$ cat config.mk
export PLATFORM = sky130hd
export DESIGN_NAME = audio_bus_responder
export DESIGN_NICKNAME = d
export VERILOG_FILES = /design/src/rtl/audio_bus_pkg.sv /design/src/rtl/sync_fifo.sv /design/src/rtl/audio_bus_responder.sv
export SDC_FILE = /design/constraint.sdc
export NUM_CORES = 1
export LEC_CHECK = 0
export CORE_MARGIN = 5
export CORE_UTILIZATION = 36
export CTS_BUF_LIST = sky130_fd_sc_hd__clkbuf_4 sky130_fd_sc_hd__clkbuf_8 sky130_fd_sc_hd__clkbuf_16
export CTS_CLUSTER_DIAMETER = 120
export DETAILED_ROUTE_END_ITERATION = 8
export GPL_ROUTABILITY_DRIVEN = 0
export SLEW_MARGIN = 40
export SYNTH_ARGS = -nofsm -noshare
export SYNTH_HDL_FRONTEND = slang
export SYNTH_HIERARCHICAL = 1
export SYNTH_SLANG_ARGS = --single-unit
$ cat constraint.sdc
create_clock -name clk -period 9.5 [get_ports clk]
set_input_delay 0.95 -clock clk [delete_from_list [all_inputs] [get_ports clk]]
set_output_delay 0.95 -clock clk [all_outputs]
set_load 0.01 [all_outputs]
$ cat src/rtl/audio_bus_pkg.sv
// rtl/audio_bus_pkg.sv - register map, bit positions and bus FSM states for the audio bus responder
package audio_bus_pkg;

    localparam logic [1:0] REG_CTRL    = 2'd0;
    localparam logic [1:0] REG_STATUS  = 2'd1;
    localparam logic [1:0] REG_TX_DATA = 2'd2;
    localparam logic [1:0] REG_RX_DATA = 2'd3;

    localparam int CTRL_WIDTH     = 4;
    localparam int CTRL_TX_EN     = 0;
    localparam int CTRL_RX_EN     = 1;
    localparam int CTRL_TX_IRQ_EN = 2;
    localparam int CTRL_RX_IRQ_EN = 3;

    localparam int STAT_TX_LEVEL_LSB = 0;
    localparam int STAT_RX_LEVEL_LSB = 8;
    localparam int STAT_TX_FULL      = 16;
    localparam int STAT_RX_EMPTY     = 17;
    localparam int STAT_RX_OVERFLOW  = 18;
    localparam int STAT_TX_DROP      = 19;

    typedef enum logic [1:0] {
        ST_IDLE,
        ST_ACCESS,
        ST_ACK,
        ST_RELEASE
    } bus_state_t;

endpackage

$ cat src/rtl/sync_fifo.sv
// rtl/sync_fifo.sv - single-clock FIFO; pushes when full and pops when empty are ignored
module sync_fifo #(
    parameter int WIDTH = 16,
    parameter int DEPTH = 16
) (
    input  logic                     clk,
    input  logic                     reset,
    input  logic                     push,
    input  logic [WIDTH-1:0]         push_data,
    input  logic                     pop,
    output logic [WIDTH-1:0]         head,
    output logic                     full,
    output logic                     empty,
    output logic [$clog2(DEPTH):0]   level
);

    localparam int AW = $clog2(DEPTH);
    localparam logic [AW:0] DEPTH_LVL = (AW+1)'(DEPTH);

    logic [WIDTH-1:0] mem [DEPTH];
    logic [AW-1:0]    wr_ptr;
    logic [AW-1:0]    rd_ptr;
    logic [AW:0]      count;
    logic             do_push;
    logic             do_pop;

    // Full is checked against the current count, so a simultaneous pop never admits a push.
    assign do_push = push & ~full;
    assign do_pop  = pop & ~empty;

    always_ff @(posedge clk or posedge reset) begin
        if (reset) begin
            wr_ptr <= '0;
            rd_ptr <= '0;
            count  <= '0;
        end else begin
            if (do_push) wr_ptr <= wr_ptr + 1'b1;
            if (do_pop)  rd_ptr <= rd_ptr + 1'b1;
            count <= count + {{AW{1'b0}}, do_push} - {{AW{1'b0}}, do_pop};
        end
    end

    always_ff @(posedge clk) begin
        if (do_push) mem[wr_ptr] <= push_data;
    end

    assign head  = mem[rd_ptr];
    assign full  = (count == DEPTH_LVL);
    assign empty = (count == '0);
    assign level = count;

endmodule

$ cat src/rtl/audio_bus_responder.sv
// rtl/audio_bus_responder.sv - bridge-side register target with TX/RX sample FIFOs for the audio codec
module audio_bus_responder
    import audio_bus_pkg::*;
#(
    parameter int FIFO_DEPTH = 16,
    parameter int TX_LOW_WM  = 4,
    parameter int RX_HIGH_WM = 8
) (
    input  logic        clk,
    input  logic        reset,
    input  logic [10:0] address,
    input  logic        bus_enable,
    input  logic [3:0]  byte_enable,
    input  logic        rw,
    input  logic [31:0] write_data,
    output logic [31:0] read_data,
    output logic        acknowledge,
    output logic        irq,
    output logic [15:0] sample_out,
    output logic        sample_valid,
    input  logic        sample_ready,
    input  logic [15:0] sample_in,
    input  logic        sample_in_valid
);

    localparam int LW = $clog2(FIFO_DEPTH) + 1;
    localparam logic [LW-1:0] TX_LOW_WM_LVL  = LW'(TX_LOW_WM);
    localparam logic [LW-1:0] RX_HIGH_WM_LVL = LW'(RX_HIGH_WM);

    bus_state_t state;
    bus_state_t next_state;
    logic       access;
    logic       wait_low;

    logic [CTRL_WIDTH-1:0] ctrl;
    logic                  rx_overflow;
    logic                  tx_drop;

    logic [LW-1:0] tx_level;
    logic [LW-1:0] rx_level;
    logic          tx_full;
    logic          tx_empty;
    logic          rx_full;
    logic          rx_empty;
    logic [15:0]   tx_head;
    logic [15:0]   rx_head;

    logic [1:0]  reg_sel;
    logic        bus_write;
    logic        bus_read;
    logic        tx_push_req;
    logic        tx_pop;
    logic        rx_push;
    logic        rx_pop;
    logic        tx_drop_evt;
    logic        rx_ovf_evt;
    logic        status_clr;
    logic        ctrl_we;
    logic [31:0] status_word;
    logic [31:0] read_mux;
    logic        unused_bits;

    assign reg_sel     = address[3:2];
    assign unused_bits = &{1'b0, address[10:4], address[1:0], byte_enable[3],
                           write_data[31:20], write_data[17:16]};

    // wait_low blocks a request that was already held across reset until the bridge drops it.
    always_comb begin
        next_state = state;
        access     = 1'b0;
        case (state)
            ST_IDLE:    if (bus_enable && !wait_low) next_state = ST_ACCESS;
            ST_ACCESS: begin
                access     = 1'b1;
                next_state = ST_ACK;
            end
            ST_ACK:     next_state = ST_RELEASE;
            ST_RELEASE: if (!bus_enable) next_state = ST_IDLE;
            default:    next_state = ST_IDLE;
        endcase
    end

    assign bus_write   = access & ~rw;
    assign bus_read    = access & rw;
    assign tx_push_req = bus_write && (reg_sel == REG_TX_DATA) && (byte_enable[1:0] == 2'b11);
    assign ctrl_we     = bus_write && (reg_sel == REG_CTRL) && byte_enable[0];
    assign status_clr  = bus_write && (reg_sel == REG_STATUS) && byte_enable[2];
    assign rx_pop      = bus_read && (reg_sel == REG_RX_DATA);

    assign sample_valid = ctrl[CTRL_TX_EN] & ~tx_empty;
    assign sample_out   = tx_head;
    assign tx_pop       = sample_valid & sample_ready;
    assign rx_push      = sample_in_valid & ctrl[CTRL_RX_EN];
    assign tx_drop_evt  = tx_push_req & tx_full;
    assign rx_ovf_evt   = rx_push & rx_full;

    sync_fifo #(.WIDTH(16), .DEPTH(FIFO_DEPTH)) u_tx_fifo (
        .clk       (clk),
        .reset     (reset),
        .push      (tx_push_req),
        .push_data (write_data[15:0]),
        .pop       (tx_pop),
        .head      (tx_head),
        .full      (tx_full),
        .empty     (tx_empty),
        .level     (tx_level)
    );

    sync_fifo #(.WIDTH(16), .DEPTH(FIFO_DEPTH)) u_rx_fifo (
        .clk       (clk),
        .reset     (reset),
        .push      (rx_push),
        .push_data (sample_in),
        .pop       (rx_pop),
        .head      (rx_head),
        .full      (rx_full),
        .empty     (rx_empty),
        .level     (rx_level)
    );

    always_comb begin
        status_word = '0;
        status_word[STAT_TX_LEVEL_LSB +: 8] = 8'(tx_level);
        status_word[STAT_RX_LEVEL_LSB +: 8] = 8'(rx_level);
        status_word[STAT_TX_FULL]           = tx_full;
        status_word[STAT_RX_EMPTY]          = rx_empty;
        status_word[STAT_RX_OVERFLOW]       = rx_overflow;
        status_word[STAT_TX_DROP]           = tx_drop;
    end

    always_comb begin
        read_mux = '0;
        case (reg_sel)
            REG_CTRL:    read_mux[CTRL_WIDTH-1:0] = ctrl;
            REG_STATUS:  read_mux = status_word;
            REG_TX_DATA: read_mux = '0;
            REG_RX_DATA: if (!rx_empty) read_mux[15:0] = rx_head;
            default:     read_mux = '0;
        endcase
    end

    always_ff @(posedge clk or posedge reset) begin
        if (reset) begin
            state       <= ST_IDLE;
            wait_low    <= 1'b1;
            acknowledge <= 1'b0;
            read_data   <= '0;
        end else begin
            state       <= next_state;
            acknowledge <= access;
            if (!bus_enable) wait_low <= 1'b0;
            if (access) read_data <= rw ? read_mux : 32'h0;
        end
    end

    // A new event in the same cycle as a W1C clear leaves the sticky bit set.
    always_ff @(posedge clk or posedge reset) begin
        if (reset) begin
            ctrl        <= '0;
            rx_overflow <= 1'b0;
            tx_drop     <= 1'b0;
            irq         <= 1'b0;
        end else begin
            if (ctrl_we) ctrl <= write_data[CTRL_WIDTH-1:0];
            if (rx_ovf_evt)
                rx_overflow <= 1'b1;
            else if (status_clr && write_data[STAT_RX_OVERFLOW])
                rx_overflow <= 1'b0;
            if (tx_drop_evt)
                tx_drop <= 1'b1;
            else if (status_clr && write_data[STAT_TX_DROP])
                tx_drop <= 1'b0;
            irq <= (ctrl[CTRL_TX_IRQ_EN] && (tx_level <= TX_LOW_WM_LVL)) ||
                   (ctrl[CTRL_RX_IRQ_EN] && (rx_level >= RX_HIGH_WM_LVL));
        end
    end

endmodule

-- After elaboration in Yosys (flattened, before gate mapping)
Memory sizes are Yosys's and may differ from the RTL's.
Index checks and enable logic that the tools add are counted.
- flip-flop bits (word level): 69
- output and inout port bits: 51
- RAM bits: 512
- word-level logic and storage cells: 91
- bits of input ports: 69
- memories kept: 2
- reduce and logical (&&, ||, !) cells: 21
- order comparisons: 2
- add/subtract/negate cells: 8
- muxes and demuxes: 17
- eq/ne operators: 11
- bitwise logic cells: 16
- memories (name ; depth ; width ; read ports ; clocked after Yosys merged registers in ; wr ports ; line ; RTL):
    u_rx_fifo.mem ; 16 ; 16 ; 1 ; 0 ; 1 ; sync_fifo.sv:20 ; logic [WIDTH-1:0] mem [DEPTH];
    u_tx_fifo.mem ; 16 ; 16 ; 1 ; 0 ; 1 ; sync_fifo.sv:20 ;
- operators by type and width (cell ; number):
    32-bit two-way mux ; 1
    12-bit one-hot mux with 2 select lines ; 1
    4-bit by 1-bit adder with 4-bit output (second input constant) ; 4
    16-bit two-way mux ; 1
    4-bit one-hot mux with 4 select lines ; 1
    1-bit logical AND ; 12
    1-bit bitwise AND ; 11
    5-bit by 1-bit adder with 5-bit output ; 2
    2-bit equality test (second input constant) ; 5
    5-bit equality test (second input constant) ; 2
    5-bit zero test ; 2
    5-bit by 1-bit subtractor with 5-bit output ; 2
    1-bit two-way mux ; 9
    2-bit one-hot mux with 4 select lines ; 1
    5-bit by 4-bit >= comparator with 1-bit output (second input constant) ; 1
    5-bit by 3-bit <= comparator with 1-bit output (second input constant) ; 1
    1-bit NOT ; 5
    2-bit by 1-bit equality test with 1-bit output (second input constant) ; 2
    2-bit zero test ; 2
    2-bit two-way mux ; 2
    4-bit two-way mux ; 1
    2-bit != test (second input constant) ; 2
    2-bit nonzero test ; 2
    2-bit AND reduction ; 1
    other kinds (2) ; 2

-- Logic depth before layout (Yosys ltp)
- word-level depth: 8
- depth in mapped cells: 15
- mapped depth without buffers: 14

-- By module
The synthesis kept the hierarchy.
- by module, submodules not included (module ; instances ; area an instance (µm²) ; sequential area each (µm²) ; cells each):
    sync_fifo ; 2 ; 10915.5 ; 8012.7 ; 550
    audio_bus_responder ; 1 ; 1536.5 ; 777.0 ; 124

-- Least setup slack after synthesis
No wires, ideal clock.
- path kind: in2reg
- start: input port address[2]
- end: memory u_tx_fifo.mem[3][0], enable pin
- path buffers: 1
- setup time: 0.430 ns
- setup slack: 5.780 ns
- stages: 6
- data arrival time: 3.290 ns
- required time: 9.070 ns
- cell sequence: nor3b_1 -> and4_1 -> nor2b_1 -> buf_4 -> inv_2 -> nor4_1
- word-level cells in the longest chain between the ends: 6
- RTL lines (what ; line ; RTL):
    from (decl) ; audio_bus_responder.sv:11 ; input logic [10:0] address,
    2-bit equality test ; audio_bus_responder.sv:85 ; assign tx_push_req = bus_write && (reg_sel == REG_TX_DATA) && (byte_enable[1:0] == 2'b11);
    1-bit logical AND (2 in series) ; audio_bus_responder.sv:85 ;
    via tx_push_req ; audio_bus_responder.sv:51 ; logic tx_push_req;
    1-bit bitwise AND ; sync_fifo.sv:28 ; assign do_push = push & ~full;
    1-bit two-way mux ; sync_fifo.sv:44 ; if (do_push) mem[wr_ptr] <= push_data;
    1-bit two-way mux (implied by the code) ; sync_fifo.sv:44 ;
    to (decl) ; sync_fifo.sv:20 ;
The timed path passes the listed nets, and every way through them passes these cells.

-- Worst setup path in the final report
- start: register u_tx_fifo.rd_ptr[0]
- end: output port sample_out[8]
- word-level cells in the longest chain between the ends: 1
- RTL lines (what ; line ; RTL):
    from (decl) ; sync_fifo.sv:22 ; logic [AW-1:0] rd_ptr;
    from (signal assigned) ; sync_fifo.sv:38 ; if (do_pop) rd_ptr <= rd_ptr + 1'b1;
    memory read 16 x 16 bit ; -- ;
    to (decl) ; audio_bus_responder.sv:19 ; output logic [15:0] sample_out,
No other way between the ends.

==> parameters.txt <==
Parameter                              Value

Layout
  Count of inserted antenna diode cells ... 0
  Total number of nets in the final design ... 1427
  Post-synthesis to final-layout area growth ... 15.6%
  Layout Cell Area excl Fill ... 0.0270 mm²
  Area taken by flip-flops and latches ... 0.0168 mm²
  Fillers ... 5613
  Area of the multi-input gates ... 0.00596 mm²
  Most common cell after layout, fill and taps aside ... sky130_fd_sc_hd__edfxtp_1
  Final standard cell utilization of the core ... 42.0%
  Commonest cells after routing, fill and taps aside ... sky130_fd_sc_hd__edfxtp_1 (512), sky130_fd_sc_hd__mux2i_1 (129), sky130_fd_sc_hd__clkdlybuf4s50_1 (83), sky130_fd_sc_hd__mux4_2 (64), sky130_fd_sc_hd__a221oi_2 (60)
  Fraction of final layout cells with drive strength greater than 1 ... between 20% and 30%

Clocking
  Clock latency on the worst-skew pair ... a little over 600 ps
  Root buffer cell ... sky130_fd_sc_hd__clkbuf_16
  Number of buffers inserted to repair setup after CTS ... 0
  Clock tree from TritonCTS ... yes
  # H-tree levels ... 2
  Hold buffer count at cts ... 0
  Number of buffers inserted during clock tree synthesis ... 57
  Sinks on Clock Net ... ~570
  Total of cells resized after clock tree synthesis ... 0
  Clock slew seen by the registers of the worst setup and hold paths ... around 60 ps
  Max Root-Sink Buffers ... 3

Drt
  Total via count after detailed routing ... between 10k and 15k
  Routed wire length ... 53700 µm
  DRC ... 0
  Routed length per instance ... 24.1 µm
  Number of iterations in the first detailed-routing pass ... 5
  Count of nets left with antenna violations after detail routing ... 0
  Avg Vias per Cell ... 5.24
  DRC marker count from the first detailed-route iteration ... 911

GRT
  Total gr overflow ... 0
  Largest net degree at the start of global routing ... approximately 50
  Number of antenna violations at the first check in global routing ... 1
  Number of global-route vias before repair ... 11.7k
  First-pass GRT wire length ... 78900 µm
  Total routing usage reported by global routing ... 14.9%

Floorplanning
  Initial standard-cell utilization of the core ... 36.3%
  Core box area ... 0.0643 mm²
  Die Wd ... 265 µm
  Chip Height ... 265 µm
  Area of the die ... 0.0701 mm²
  Number of rows created at floorplan ... 93
  I/O pins ... 120

Yosys
  Flip-flop and latch count after synthesis ... 569
  Cell types with the largest area share after synthesis ... sky130_fd_sc_hd__edfxtp_1 (66%), sky130_fd_sc_hd__mux4_2 (6.2%), sky130_fd_sc_hd__dfrtp_1 (6.0%)
  Post-synthesis cell count ... 1224
  Most common flop cell mapped by yosys ... sky130_fd_sc_hd__edfxtp_1
  Count of flip-flops with a built-in enable after synthesis ... slightly above 500
  Async set-reset flop share out of synthesis ... about a tenth
  Share of the yosys chip area belonging to registers ... 71.9%
  Dominant cell type by area after synthesis ... sky130_fd_sc_hd__edfxtp_1
  Top-area cell type share of the netlist area ... 65.8%
  Cell area after synthesis ... between 0.02 and 0.025 mm²
  Netlist cell types ... between 40 and 50
  Mean cell area of the mapped netlist ... 19.1 µm²
  Total number of yosys warnings ... 6

Setup path
  End of the critical path ... sample_out[8]
  Worst setup path start ... u_tx_fifo/rd_ptr[0]
  Startpoint types ... flop
  Largest driver fanout on the critical path ... 50
  Slack of the worst reg-to-reg path ... 6210 ps
  Worst setup path category ... flop to primary output
  Arrival time at the worst endpoint ... 3500 ps
  Critical Path Sink Type ... primary output
  Required time at the endpoint of the critical path ... 8550 ps
  Reg-to-reg critical path endpoint ... u_tx_fifo/level[4]
  Launch instance of the worst register-to-register path ... state[1]
  R2r worst-path depth ... 13

STA
  Final-report hold violation count ... 0
  Setup repair after global routing missed its margin ... false
  Relative slew margins ... 47.7%
  Final sum of negative setup slack ... 0 ps
  Maximum achievable frequency ... 225 MHz
  Max-slew violation total from the final report ... 0
  Pin slew with the least headroom to its limit ... 779 ps
  Number of failing setup endpoints in the final timing report ... 0
  Clock period minus final worst setup slack ... 4450 ps
  Worst Clk Skew ... 18.7 ps
  Share of the cycle needed by the critical path after routing ... 46.8%
  Worst setup slack after layout ... approximately 5100 ps

Hold path
  Worst min-delay path category ... flop to flop

Power and ir drop
  Power per Cell Area ... around 270 mW/mm²
  Max rail drop VDD ... 0.157 mV
  LEAKAGE ... 9.27 nW

Placement
  Worst Setup Slack post-DPL ... 4920 ps
  Placed standard-cell area ... 0.0251 mm²
  Count of input and output buffers ... between 80 and 90
  Half-perimeter wire length of the detailed placement result ... 31000 µm

Status
  Result of the run ... completed

Run
  Max-cap check violation count ... 0
==> report_power, final <==
part | switching, mW | internal, mW | leakage, nW
registers | 0.214 | 2.87 | 5.33
clock network | 0.945 | 1.36 | 0.970
logic | 1.02 | 0.897 | 2.97
==> cell usage after synthesis, drive strengths merged (3+ instances only) <==
library cell  count
edfxtp          512
mux2i           129
buf              65
a221oi           64
mux4             64
dfrtp            56
nand2            40
o21ai            36
a22oi            33
inv              32
ha               27
and2             21
clkbuf           17
nor2b            15
nor2             14
xnor2            14
a22o             13
a221o            10
nor4              8
mux2              7
nor3b             6
xor2              6
nand3             5
a21oi             4
and2b             4
nand4             4
a31o              3
and4bb            3
==> layer usage <==
layer / wire length (µm) / global-route usage, % / share of wire (%)
met1: 23400 / 20.8 / 43
met2: 26200 / 24.8 / 49
met3: 3390 / 2.77 / 6.3
met4: 780 / 2.83 / 1.5
met5: 0 / 0 / 0
==> sequential cells by signal, summed over array words and instances (netlist names) <==
signal            count
u_rx_fifo/level       5
rx_overflow           1
u_tx_fifo/rd_ptr      4
u_tx_fifo/wr_ptr      4
irq                   1
read_data            20
u_rx_fifo/wr_ptr      4
ctrl                  4
u_rx_fifo/mem       256
u_tx_fifo/level       5
u_tx_fifo/mem       256
acknowledge           1
wait_low              1
u_rx_fifo/rd_ptr      4
state                 2
tx_drop               1
==> logic make-up (layout without fill, tap and decap cells) <==
kind of cell | after synthesis | after routing | synth area share (%)
AOI/OAI and AO/OA | 165 | 165 | 7.01
xor gates and xnor gates | 20 | 20 | 0.750
adders and majority gates | 29 | 29 | 1.62
buffers and inverters | 114 | 254 | 3.43
DFF | 569 | 569 | 71.9
muxes | 200 | 200 | 12.0
other | 1 | 12 | 0.0160
and+or+nand+nor | 126 | 126 | 3.23
==> stage by stage <==
stage	power [mW]	std cells	hold slack, ps
after detailed placement	5.08	2125	472
after CTS	7.39	2230	484
after global routing	7.64	2230	509
after floorplan	4.51	1235	463
after global placement	5.02	2124	461
final	7.31	2230	483
==> worst min path at each step <==
stage                        startpoint                  end  slack [ps]  cells past startpoint
finish              u_tx_fifo/rd_ptr[3]  u_tx_fifo/rd_ptr[3]         480                      1
global route        u_tx_fifo/rd_ptr[3]  u_tx_fifo/rd_ptr[3]         510                      1
CTS                 u_tx_fifo/rd_ptr[3]  u_tx_fifo/rd_ptr[3]         480                      1
detailed placement  u_tx_fifo/rd_ptr[3]  u_tx_fifo/rd_ptr[3]         470                      1
global placement    u_tx_fifo/rd_ptr[3]  u_tx_fifo/rd_ptr[3]         460                      1
floorplan                       tx_drop        read_data[19]         460                      1
==> area by class of cell <==
class                           count  area share (%)
Inverter                           32           0.445
Timing Repair Buffer              117            4.08
Clock inverter                     32            1.37
Tap cell                          855            3.96
Multi-Input combinational cell    552            22.1
Sequential cell                   569            62.2
Clock buffer                       73            5.84
==> worst max-delay path: stages, from the launching register on <==
cell and delay, ps:
sky130_fd_sc_hd__dfrtp_4 790, sky130_fd_sc_hd__buf_6 600, sky130_fd_sc_hd__mux4_2 590, sky130_fd_sc_hd__a22oi_1 210, sky130_fd_sc_hd__nand2_1 130, sky130_fd_sc_hd__clkdlybuf4s50_1 510
Note: power is estimated with default switching activity, not from simulation.
